## src/rtl/position_stepper.sv

```systemverilog
// One-hot position stepper: synchronized, debounced left/right buttons issue one load strobe per press.
// Optional POS_WRAP_EN: moves off either end wrap around instead of saturating.
module position_stepper #(
    parameter int DEBOUNCE_CYCLES = 4
) (
    input  logic       clk,
    input  logic       rst,
    input  logic       enable,
    input  logic       btn_left,
    input  logic       btn_right,
    input  logic [3:0] cur_pos,
    output logic [3:0] next_pos,
    output logic       load,
    output logic       busy,
    output logic [7:0] move_count
);

    typedef enum logic [1:0] {
        IDLE     = 2'd0,
        DEBOUNCE = 2'd1,
        STEP     = 2'd2,
        HOLD     = 2'd3
    } state_t;

    localparam logic [7:0] CNT_LAST = 8'(DEBOUNCE_CYCLES - 1);

    state_t     state_q, state_d;
    logic [7:0] cnt_q, cnt_d;
    logic       dir_q, dir_d;
    logic [1:0] sync_l_q, sync_r_q;
    logic [3:0] pos_q, pos_d;
    logic       load_q, load_d;
    logic [7:0] mc_q, mc_d;

    logic       sl, sr;
    logic       cap, oth;
    logic       onehot;
    logic       at_edge;
    logic       step_ok;
    logic [3:0] step_pos;

    assign sl = sync_l_q[1];
    assign sr = sync_r_q[1];

    // dir: 0 = left (toward MSB), 1 = right (toward LSB)
    assign cap = dir_q ? sr : sl;
    assign oth = dir_q ? sl : sr;

    always_comb begin
        onehot = 1'b0;
        case (cur_pos)
            4'b0001, 4'b0010, 4'b0100, 4'b1000: onehot = 1'b1;
            default:                            onehot = 1'b0;
        endcase
    end

    assign at_edge = dir_q ? (cur_pos == 4'b0001) : (cur_pos == 4'b1000);

    always_comb begin
        step_pos = 4'b1000;
        if (onehot) begin
            step_pos = dir_q ? {cur_pos[0], cur_pos[3:1]}
                             : {cur_pos[2:0], cur_pos[3]};
        end
    end

`ifdef POS_WRAP_EN
    assign step_ok = onehot || !at_edge;
`else
    assign step_ok = !onehot || !at_edge;
`endif

    always_comb begin
        state_d = state_q;
        cnt_d   = cnt_q;
        dir_d   = dir_q;
        pos_d   = pos_q;
        load_d  = 1'b0;
        mc_d    = mc_q;
        unique case (state_q)
            IDLE: begin
                if (enable && (sl ^ sr)) begin
                    state_d = DEBOUNCE;
                    cnt_d   = 8'd0;
                    dir_d   = sr;
                end
            end
            DEBOUNCE: begin
                if (enable && cap && !oth) begin
                    cnt_d = cnt_q + 8'd1;
                    if (cnt_q == CNT_LAST) begin
                        state_d = STEP;
                    end
                end else begin
                    state_d = IDLE;
                end
            end
            STEP: begin
                state_d = HOLD;
                if (step_ok) begin
                    pos_d  = step_pos;
                    load_d = 1'b1;
                    mc_d   = mc_q + 8'd1;
                end
            end
            HOLD: begin
                if (!sl && !sr) begin
                    state_d = IDLE;
                end
            end
            default: state_d = IDLE;
        endcase
    end

    always_ff @(posedge clk) begin
        if (!rst) begin
            state_q  <= IDLE;
            cnt_q    <= 8'd0;
            dir_q    <= 1'b0;
            sync_l_q <= 2'b00;
            sync_r_q <= 2'b00;
            pos_q    <= 4'b1000;
            load_q   <= 1'b0;
            mc_q     <= 8'd0;
        end else begin
            state_q  <= state_d;
            cnt_q    <= cnt_d;
            dir_q    <= dir_d;
            sync_l_q <= {sync_l_q[0], btn_left};
            sync_r_q <= {sync_r_q[0], btn_right};
            pos_q    <= pos_d;
            load_q   <= load_d;
            mc_q     <= mc_d;
        end
    end

    assign next_pos   = pos_q;
    assign load       = load_q;
    assign busy       = (state_q != IDLE);
    assign move_count = mc_q;

endmodule

```

## config.mk

```make
export PLATFORM = sky130hd
export DESIGN_NAME = position_stepper
export DESIGN_NICKNAME = d
export VERILOG_FILES = /design/src/rtl/position_stepper.sv
export SDC_FILE = /design/constraint.sdc
export NUM_CORES = 1
export LEC_CHECK = 0
export ABC_CLOCK_PERIOD_IN_PS = 1700
export BUFFER_PORTS_ARGS = -buffer_cell sky130_fd_sc_hd__buf_2
export CAP_MARGIN = 10
export CORE_MARGIN = 5
export CORE_UTILIZATION = 35
export CTS_CLUSTER_SIZE = 12
export DETAILED_ROUTE_END_ITERATION = 8
export GPL_TIMING_DRIVEN = 1
export MAX_ROUTING_LAYER = met4
export SKIP_CTS_REPAIR_TIMING = 1
export SYNTH_ARGS = -nofsm -noshare
export SYNTH_HDL_FRONTEND = slang
export SYNTH_SLANG_ARGS = --single-unit
export TNS_END_PERCENT = 50
```

## constraint.sdc

```tcl
create_clock -name clk -period 1.7 [get_ports clk]
set_clock_uncertainty 0.1 [all_clocks]
set_input_delay 0.085 -clock clk [delete_from_list [all_inputs] [get_ports clk]]
set_output_delay 0.085 -clock clk [all_outputs]
set_load 0.02 [all_outputs]
```

==> impl_metrics.json, run 1 <==
{
  "synth_nets": 174,
  "firstDrtPassIters": 4,
  "grt_overflow_total": 0,
  "ant_nets": 0,
  "ir_drop_mv": 0.439,
  "min_path_type": "primary input to flip-flop",
  "die_x_um": 74.0,
  "max_stage_delay_ps": 480,
  "synthDistinctLibCells": 45,
  "first_iter_violations": 53,
  "startpoint_type": "flip-flop",
  "p_comb_share_pct": 9.5,
  "power.density_mw_per_mm2": 629,
  "cts_num_sinks": 28,
  "ioPinCount": 23,
  "drc": 0,
  "p_sw_share_pct": 22.5,
  "crit_chain": "and3b_1, o21a_4, or4_1, a21oi_1",
  "grt_antenna_before_repair": 0,
  "p_leak_nw": 0.700,
  "status": "complete, no violations",
  "finalCritPeriodShare_pct": 96.6,
  "synth-seq-cells": 28,
  "area_growth_pct": 24.5,
  "whs_ps": 52.4,
  "drv_slew": 0,
  "pre_cts_slack_ps": -0.855,
  "min_period_ps": 1640,
  "cts-root-buf": "clkbuf_8",
  "synthFlopType": "dfxtp_1",
  "ys.warnings.count": 0,
  "clk_latency_ps": 270,
  "grt_max_degree": 19,
  "wire_per_inst_um": 14.2,
  "cts_tree": "done",
  "vias": 1348,
  "die_h_um": 74.0,
  "synth_area_mm2": 0.00144,
  "fmax_mhz": 609,
  "relSlewSlack_pct": 72.1,
  "clk_path_buf_depth": 2,
  "grt_pass1_wl_um": 5480,
  "cp_data_arrival_time_ps": 1740,
  "synth_edf_count": 0,
  "grt_pass1_vias": 1270,
  "postLayoutCoreUtil_pct": 44.7,
  "start_util_pct": 35.9,
  "wl_um": 3450,
  "htreeDepth": 1,
  "maxCapViolCount": 0,
  "n_antenna_cell": 0,
  "clkPwrFrac_pct": 31.1,
  "portBuffers": 22,
  "crit_path_max_fanout": 9,
  "die_area_mm2": 0.00548,
  "p_int_w": 0.000870,
  "p_seq_share_pct": 59.4,
  "routabilityCongestion": 0.865,
  "cts_made_buffers": 3,
  "nFillCells": 391,
  "path_clk_slew_ps": 90,
  "synthCells": 162,
  "dpl.hpwl_um": 2410,
  "grt_setup_unrepaired": "true",
  "syn-mean-instance-area_um2": 8.86,
  "finalSetupViolCount": 0,
  "cp_data_required_time_ps": 1800,
  "critPathKind": "flip-flop to flip-flop",
  "final_net_count": 207,
  "tightest_slew_ps": 412,
  "coreArea_mm2": 0.00400,
  "setup_ws_ps": 57.9,
  "viasPerCell": 5.55,
  "crit_path_end_kind": "flip-flop",
  "seq_area_frac_synth_pct": 39.1,
  "p_switching_w": 0.000253,
  "rows": 23,
  "final_hold_viol_count": 0,
  "cp_slowest_cell": "or4_1",
  "grt_usage_pct": 12.9,
  "final_layout_size_suffix_gt1_share_pct": 28.0,
  "synthArstFlopShare_pct": 0
}
layout by cell type, fill, tap and decap left out, types with 4 or more instances in the layout:
master,n
dfxtp_1,25
buf_2,23
nand3_1,13
nand2_1,12
a21oi_1,11
buf_4,10
o21ai_0,7
nor2_1,7
a2111o_1,6
inv_1,5
o2111ai_1,4
and2_1,4
o31ai_1,4
synth_stat cells, types with 2 or more instances:
cell type / instances / share of area, %
inv_1: 5 / 1.3
buf_2: 4 / 1.4
nor3b_1: 3 / 1.6
clkbuf_1: 3 / 0.78
nor2_1: 7 / 1.8
ha_1: 3 / 2.6
a21oi_1: 12 / 4.2
o21ai_0: 8 / 2.8
and3_1: 3 / 1.3
and2_1: 4 / 1.7
a32o_1: 3 / 2.1
a2111o_1: 6 / 4.7
o31ai_1: 4 / 2.1
nand2_1: 13 / 3.4
nand3_1: 13 / 4.5
and3b_1: 2 / 1.2
nor2b_1: 2 / 0.87
nand2b_1: 3 / 1.3
o2111ai_1: 4 / 2.4
mux2_2: 2 / 1.6
o21a_1: 2 / 1.0
dfxtp_1: 28 / 39
or4_1: 4 / 2.1
mux2i_1: 3 / 2.1
cell families (layout without fill, tap and decap cells):
logic type,count (synthesis),in the layout,share of synthesized area (%)
flip-flops,28,28,39.1
AO/OA/AOI/OAI,47,47,24.6
adder cells (fa/ha/maj),3,3,2.62
buffers and inverters,15,46,4.79
multiplexers,5,5,3.66
XOR/XNOR,1,1,0.610
AND/OR/NAND/NOR,63,63,24.7
flip-flops by register name, summed over array words and instances (netlist names), named ones only:
register / count
sync_l_q: 2
sync_r_q: 2
next_pos: 4
state_q: 1
dir_q: 1
load: 1
move_count: 8
cnt_q: 8
area by class of cell:
cell class                      count  area (um2)  area share [%]
Inverter                            6        22.5            1.26
Sequential cell                    28         564            31.6
Timing Repair Buffer               37         241            13.5
Multi-Input combinational cell    119         855            47.8
Clock buffer                        3        41.3            2.31
Tap cell                           50        62.6            3.50
power by group through the flow:
stage,Sequential (W),Clock [W],Combinational [W]
2_1_floorplan,0.000678,0,0.0000535
3_3_place_gp,0.000682,0,0.0000828
3_5_place_dp,0.000682,0,0.0000857
4_1_cts,0.000667,0.000367,0.0000861
5_1_grt,0.000669,0.000391,0.000117
6_report,0.000667,0.000349,0.000107
worst paths after layout:
path / startpoint / endpoint / slack, ps / depth (start not counted)
worst min-delay path: rst / move_count[5] / 50 / 3
worst max register to register: dir_q / move_count[7] / 60 / 4
worst max-delay path: dir_q / move_count[7] / 60 / 4
worst min register to register: sync_r_q[0] / sync_r_q[1] / 340 / 1
per-layer routing:
layer | GRT usage (%) | wire length [um] | vias to the layer above
met2 | 22.1 | 1760 | 30
li1 | - | - | 676
met3 | 3.51 | 147 | 4
met5 | - | 0 | -
met1 | 14.3 | 1510 | 638
met4 | 4.43 | 38 | 0
worst max-delay path, delay by kind of cell (launching register included):
family / cells / cell delay (ps)
compound gates: 2 / 420
flops: 1 / 370
simple gates: 2 / 690
per-stage QoR:
stage / instances / total power [W] / setup TNS (ps) / cell area [um2]
2_1_floorplan: 162 / 0.000732 / 0 / 1440
3_3_place_gp: 235 / 0.000764 / 0 / 1650
3_5_place_dp: 235 / 0.000768 / -0.855 / 1650
4_1_cts: 238 / 0.00112 / -43.0 / 1690
5_1_grt: 243 / 0.00118 / -19.3 / 1790
6_report: 243 / 0.00112 / 0 / 1790
No activity file was read; power rests on OpenSTA's default activity.
==> run 2, diff against run 1 <==
- ABC_CLOCK_PERIOD_IN_PS: 1700 -> 1800
- clock period: 1.7 -> 1.8 ns (I/O delays scaled with it)
==> run 2 against run 1 <==
Compared with the run above: critical path depth rose by 2; sequential share of layout area increased by 0.26 points; cell count did not move; via count down 0.45%; combinational power decreased by 7%; critical path type unchanged; hold slack improved by 39 ps; largest power group unchanged; maximum frequency decreased by 2.9%; core utilization fell by 0.66 points.
==> impl_metrics.json, run 2 (synthesis gave the netlist of run 1 again) <==
{
  "finalInstanceArea_mm2": 0.00176,
  "first_iter_violations": 80,
  "final_layout_size_suffix_gt1_share_pct": 24.9,
  "wl_um": 3430,
  "crit_path_max_fanout": 7,
  "finalCritPeriodShare_pct": 94.0,
  "cts-root-buf": "clkbuf_8",
  "layout_common_cells": "dfxtp_1, buf_2, nand3_1",
  "postLayoutCoreUtil_pct": 44.0,
  "die_area_mm2": 0.00548,
  "final_hold_viol_count": 0,
  "die_x_um": 74.0,
  "n_antenna_cell": 0,
  "p_leak_nw": 0.688,
  "cp_data_required_time_ps": 1900,
  "min_period_ps": 1690,
  "final_net_count": 206,
  "nFillCells": 408,
  "wire_per_inst_um": 14.1,
  "crit_path_end_kind": "flip-flop",
  "power.density_mw_per_mm2": 632,
  "dpl.hpwl_um": 2500,
  "routabilityCongestion": 0.787,
  "crit_chain": "inv_1, ha_4, nand4bb_4, buf_6, a2111o_1, o21ai_0",
  "status": "complete, no violations",
  "cts_num_sinks": 28,
  "viasPerCell": 5.52,
  "grt_antenna_before_repair": 0,
  "maxCapViolCount": 0,
  "grt_pass1_vias": 1274,
  "firstDrtPassIters": 4,
  "coreArea_mm2": 0.00400,
  "grt_usage_pct": 13.2,
  "placed_area_mm2": 0.00161,
  "ioPinCount": 23,
  "fmax_mhz": 591,
  "rows": 23,
  "finalSetupViolCount": 0,
  "ant_nets": 0,
  "tightest_slew_ps": 391,
  "htreeDepth": 1,
  "drc": 0,
  "grt_setup_unrepaired": "false",
  "relSlewSlack_pct": 73.6,
  "final_common_cell": "dfxtp_1",
  "drv_slew": 0,
  "setup_tns_ps": 0,
  "min_path_type": "primary input to flip-flop",
  "whs_ps": 91.3,
  "cp_data_arrival_time_ps": 1790,
  "vias": 1342,
  "clk_latency_ps": 270,
  "die_h_um": 74.0,
  "cp_slowest_cell": "a2111o_1",
  "grt_pass1_wl_um": 5630,
  "cts_made_buffers": 3,
  "area_growth_pct": 22.7,
  "max_stage_delay_ps": 400,
  "portBuffers": 22,
  "grt_max_degree": 19,
  "clk_path_buf_depth": 2,
  "startpoint_type": "flip-flop",
  "critPathKind": "flip-flop to flip-flop",
  "grt_overflow_total": 0,
  "cts_tree": "done",
  "start_util_pct": 35.9,
  "path_clk_slew_ps": 100,
  "ir_drop_mv": 0.503
}
-- run 2: cell type report --
cell class / instances / area (um2) / area share [%]
Clock buffer: 4 / 55.1 / 3.13
Inverter: 6 / 22.5 / 1.28
Multi-Input combinational cell: 119 / 838 / 47.6
Sequential cell: 28 / 561 / 31.8
Tap cell: 50 / 62.6 / 3.55
Timing Repair Buffer: 36 / 221 / 12.6
-- run 2: worst paths after layout --
check                endpoint   startpoint  depth (start not counted)  slack [ps]
setup / recovery     cnt_q[4]  sync_r_q[1]                          6         110
hold / removal    next_pos[2]          rst                          2          90
setup reg to reg     cnt_q[4]  sync_r_q[1]                          6         110
hold reg to reg   sync_r_q[1]  sync_r_q[0]                          1         330
-- run 2: worst max-delay path: cells and delay by family, from the launching register on --
kind | cells | cell delay [ps]
DFF | 1 | 370
buffers and inverters | 2 | 250
and+or+nand+nor | 1 | 130
AOI/OAI and AO/OA | 2 | 470
adders and majority gates | 1 | 290
-- run 2: layer usage --
| layer | routed length [um] | vias to the layer above | GRT usage (%) |
|---|---|---|---|
| li1 | - | 673 | - |
| met1 | 1470 | 626 | 14.7 |
| met2 | 1750 | 33 | 23.2 |
| met3 | 153 | 10 | 3.38 |
| met4 | 47 | 0 | 3.42 |
| met5 | 0 | - | - |
-- run 2: per-stage QoR --
stage	power, W	instances	worst slack, ps
6_report	0.00111	243	108
2_1_floorplan	0.000691	162	141
4_1_cts	0.00111	236	40.2
3_3_place_gp	0.000719	232	104
3_5_place_dp	0.000724	232	65.3
5_1_grt	0.00117	243	4.67
-- run 2: where the power goes --
group	switching, W	total (W)	internal, W
clock	0.000186	0.000382	0.000196
sequential	0.00000519	0.000630	0.000625
combinational	0.0000541	0.000100	0.0000459
total	0.000246	0.00111	0.000866
==> run 3, diff against run 2 <==
- CORE_ASPECT_RATIO: unset -> 2
- SKIP_CTS_REPAIR_TIMING: 1 -> unset
- SLEW_MARGIN: unset -> 10
==> run 3 against run 2 <==
Compared with the run above: critical endpoint is now cnt_q[6]; first-iteration DRC count is 55% lower; largest power group unchanged; global-route usage up 0.15 points; critical path depth is 1 higher.
==> impl_metrics.json, run 3 (synthesis gave the netlist of run 1 again) <==
{
  "status": "complete, no violations",
  "vias": 1350,
  "nFillCells": 444,
  "cp_data_arrival_time_ps": 1840,
  "fmax_mhz": 573,
  "rows": 33,
  "ant_nets": 0,
  "cts_tree": "done",
  "min_period_ps": 1740,
  "regArea_um2": 563,
  "regToRegStartpoint": "sync_l_q[1]",
  "multi_input_area_um2": 815,
  "power.density_mw_per_mm2": 613,
  "grt_max_degree": 19,
  "firstDrtPassIters": 4,
  "layout_common_cells": "dfxtp_1, buf_2, nand3_1",
  "path_clk_slew_ps": 90,
  "grt_pass1_vias": 1323,
  "power_w": 0.00106,
  "setup.worst_path.start": "sync_l_q[1]",
  "final_layout_size_suffix_gt1_share_pct": 24.1,
  "grt_overflow_total": 0,
  "grt_antenna_before_repair": 0,
  "grt_usage_pct": 13.3,
  "routabilityCongestion": 0.831,
  "cp_data_required_time_ps": 1900,
  "worstHoldStart": "rst",
  "crit_chain": "inv_1, ha_1, nand4bb_1, buf_4, nand2_2, a2111o_1, o21ai_0",
  "min_path_type": "primary input to flip-flop",
  "htreeDepth": 1,
  "area_growth_pct": 20.9,
  "cts_made_buffers": 3,
  "final_hold_viol_count": 0,
  "ioPinCount": 23,
  "crit_path_max_fanout": 7,
  "final_net_count": 205,
  "clk_latency_ps": 270,
  "coreArea_mm2": 0.00405,
  "setup_tns_ps": 0,
  "viasPerCell": 5.56,
  "crit_path_end_kind": "flip-flop",
  "r2r_slack_ps": 60,
  "clk_path_buf_depth": 2,
  "layout.cells.non_filler": 243,
  "die_area_mm2": 0.00556,
  "placed_cells": 233,
  "die_h_um": 101,
  "max_stage_delay_ps": 400,
  "wl_um": 3680,
  "final_common_cell": "dfxtp_1",
  "cts-root-buf": "clkbuf_8",
  "cts_num_sinks": 28,
  "start_util_pct": 35.5,
  "tightest_slew_ps": 393,
  "cp_slowest_cell": "a2111o_1",
  "wire_per_inst_um": 15.1,
  "drc": 0,
  "n_antenna_cell": 0,
  "portBuffers": 22,
  "ir_drop_mv": 0.448,
  "maxCapViolCount": 0,
  "p_leak_nw": 0.685,
  "grt_pass1_wl_um": 5850,
  "dpl.hpwl_um": 2750,
  "critPathKind": "flip-flop to flip-flop",
  "first_iter_violations": 36,
  "crit_buf_inv": 2,
  "finalSetupViolCount": 0,
  "finalCritPeriodShare_pct": 96.9,
  "postLayoutCoreUtil_pct": 42.9,
  "relSlewSlack_pct": 73.8,
  "cp_top_family": "compound AO/OA/AOI/OAI gates",
  "startpoint_type": "flip-flop",
  "drv_slew": 0,
  "die_x_um": 55.3
}
## run 3: area by class of cell
type | instances | share of cell area (%)
flip-flops and latches | 28 | 32.4
multi-input cells | 119 | 46.9
repair buffers | 35 | 13.2
well taps | 52 | 3.75
clock buffers | 3 | 2.38
inverters | 6 | 1.30
## run 3: worst paths after layout
| path | endpoint | cells after the start |
|---|---|---|
| setup / recovery | cnt_q[6] | 7 |
| hold reg to reg | sync_r_q[1] | 1 |
| hold / removal | next_pos[2] | 2 |
| setup reg to reg | cnt_q[6] | 7 |
## run 3: routing by layer
layer	vias up	GRT usage, %	wire length [um]
li1	677	-	-
met1	654	11.8	1330
met2	15	26.7	2230
met3	4	2.18	84
met4	0	5.62	44
met5	-	-	0
## run 3: worst register-to-register path, stage by stage (launching register included)
cell       delay (ps)
dfxtp_2           350
inv_1              50
ha_1              310
nand4bb_1         150
buf_4             140
nand2_2           100
a2111o_1          400
o21ai_0            80
## run 3: through the flow
stage	setup WS, ps	hold slack, ps	instance area, um2
2_1_floorplan	141	117	1440
3_3_place_gp	78.5	195	1620
3_5_place_dp	43.9	201	1620
4_1_cts	25.1	88.2	1680
5_1_grt	-1.83	106	1740
6_report	56.2	98.7	1740
## run 3: repair_timing
action	in CTS	in global routing
gates resized for setup	0	5
buffers inserted	0	5
hold buffers	2	0
setup endpoints to repair	0	7
endpoints found under the hold margin	2	0
## run 3: where the power goes
group          internal [W]  switching [W]  total (W)
registers          0.000625     0.00000503   0.000630
clock network      0.000150       0.000189   0.000339
logic             0.0000414      0.0000532  0.0000946
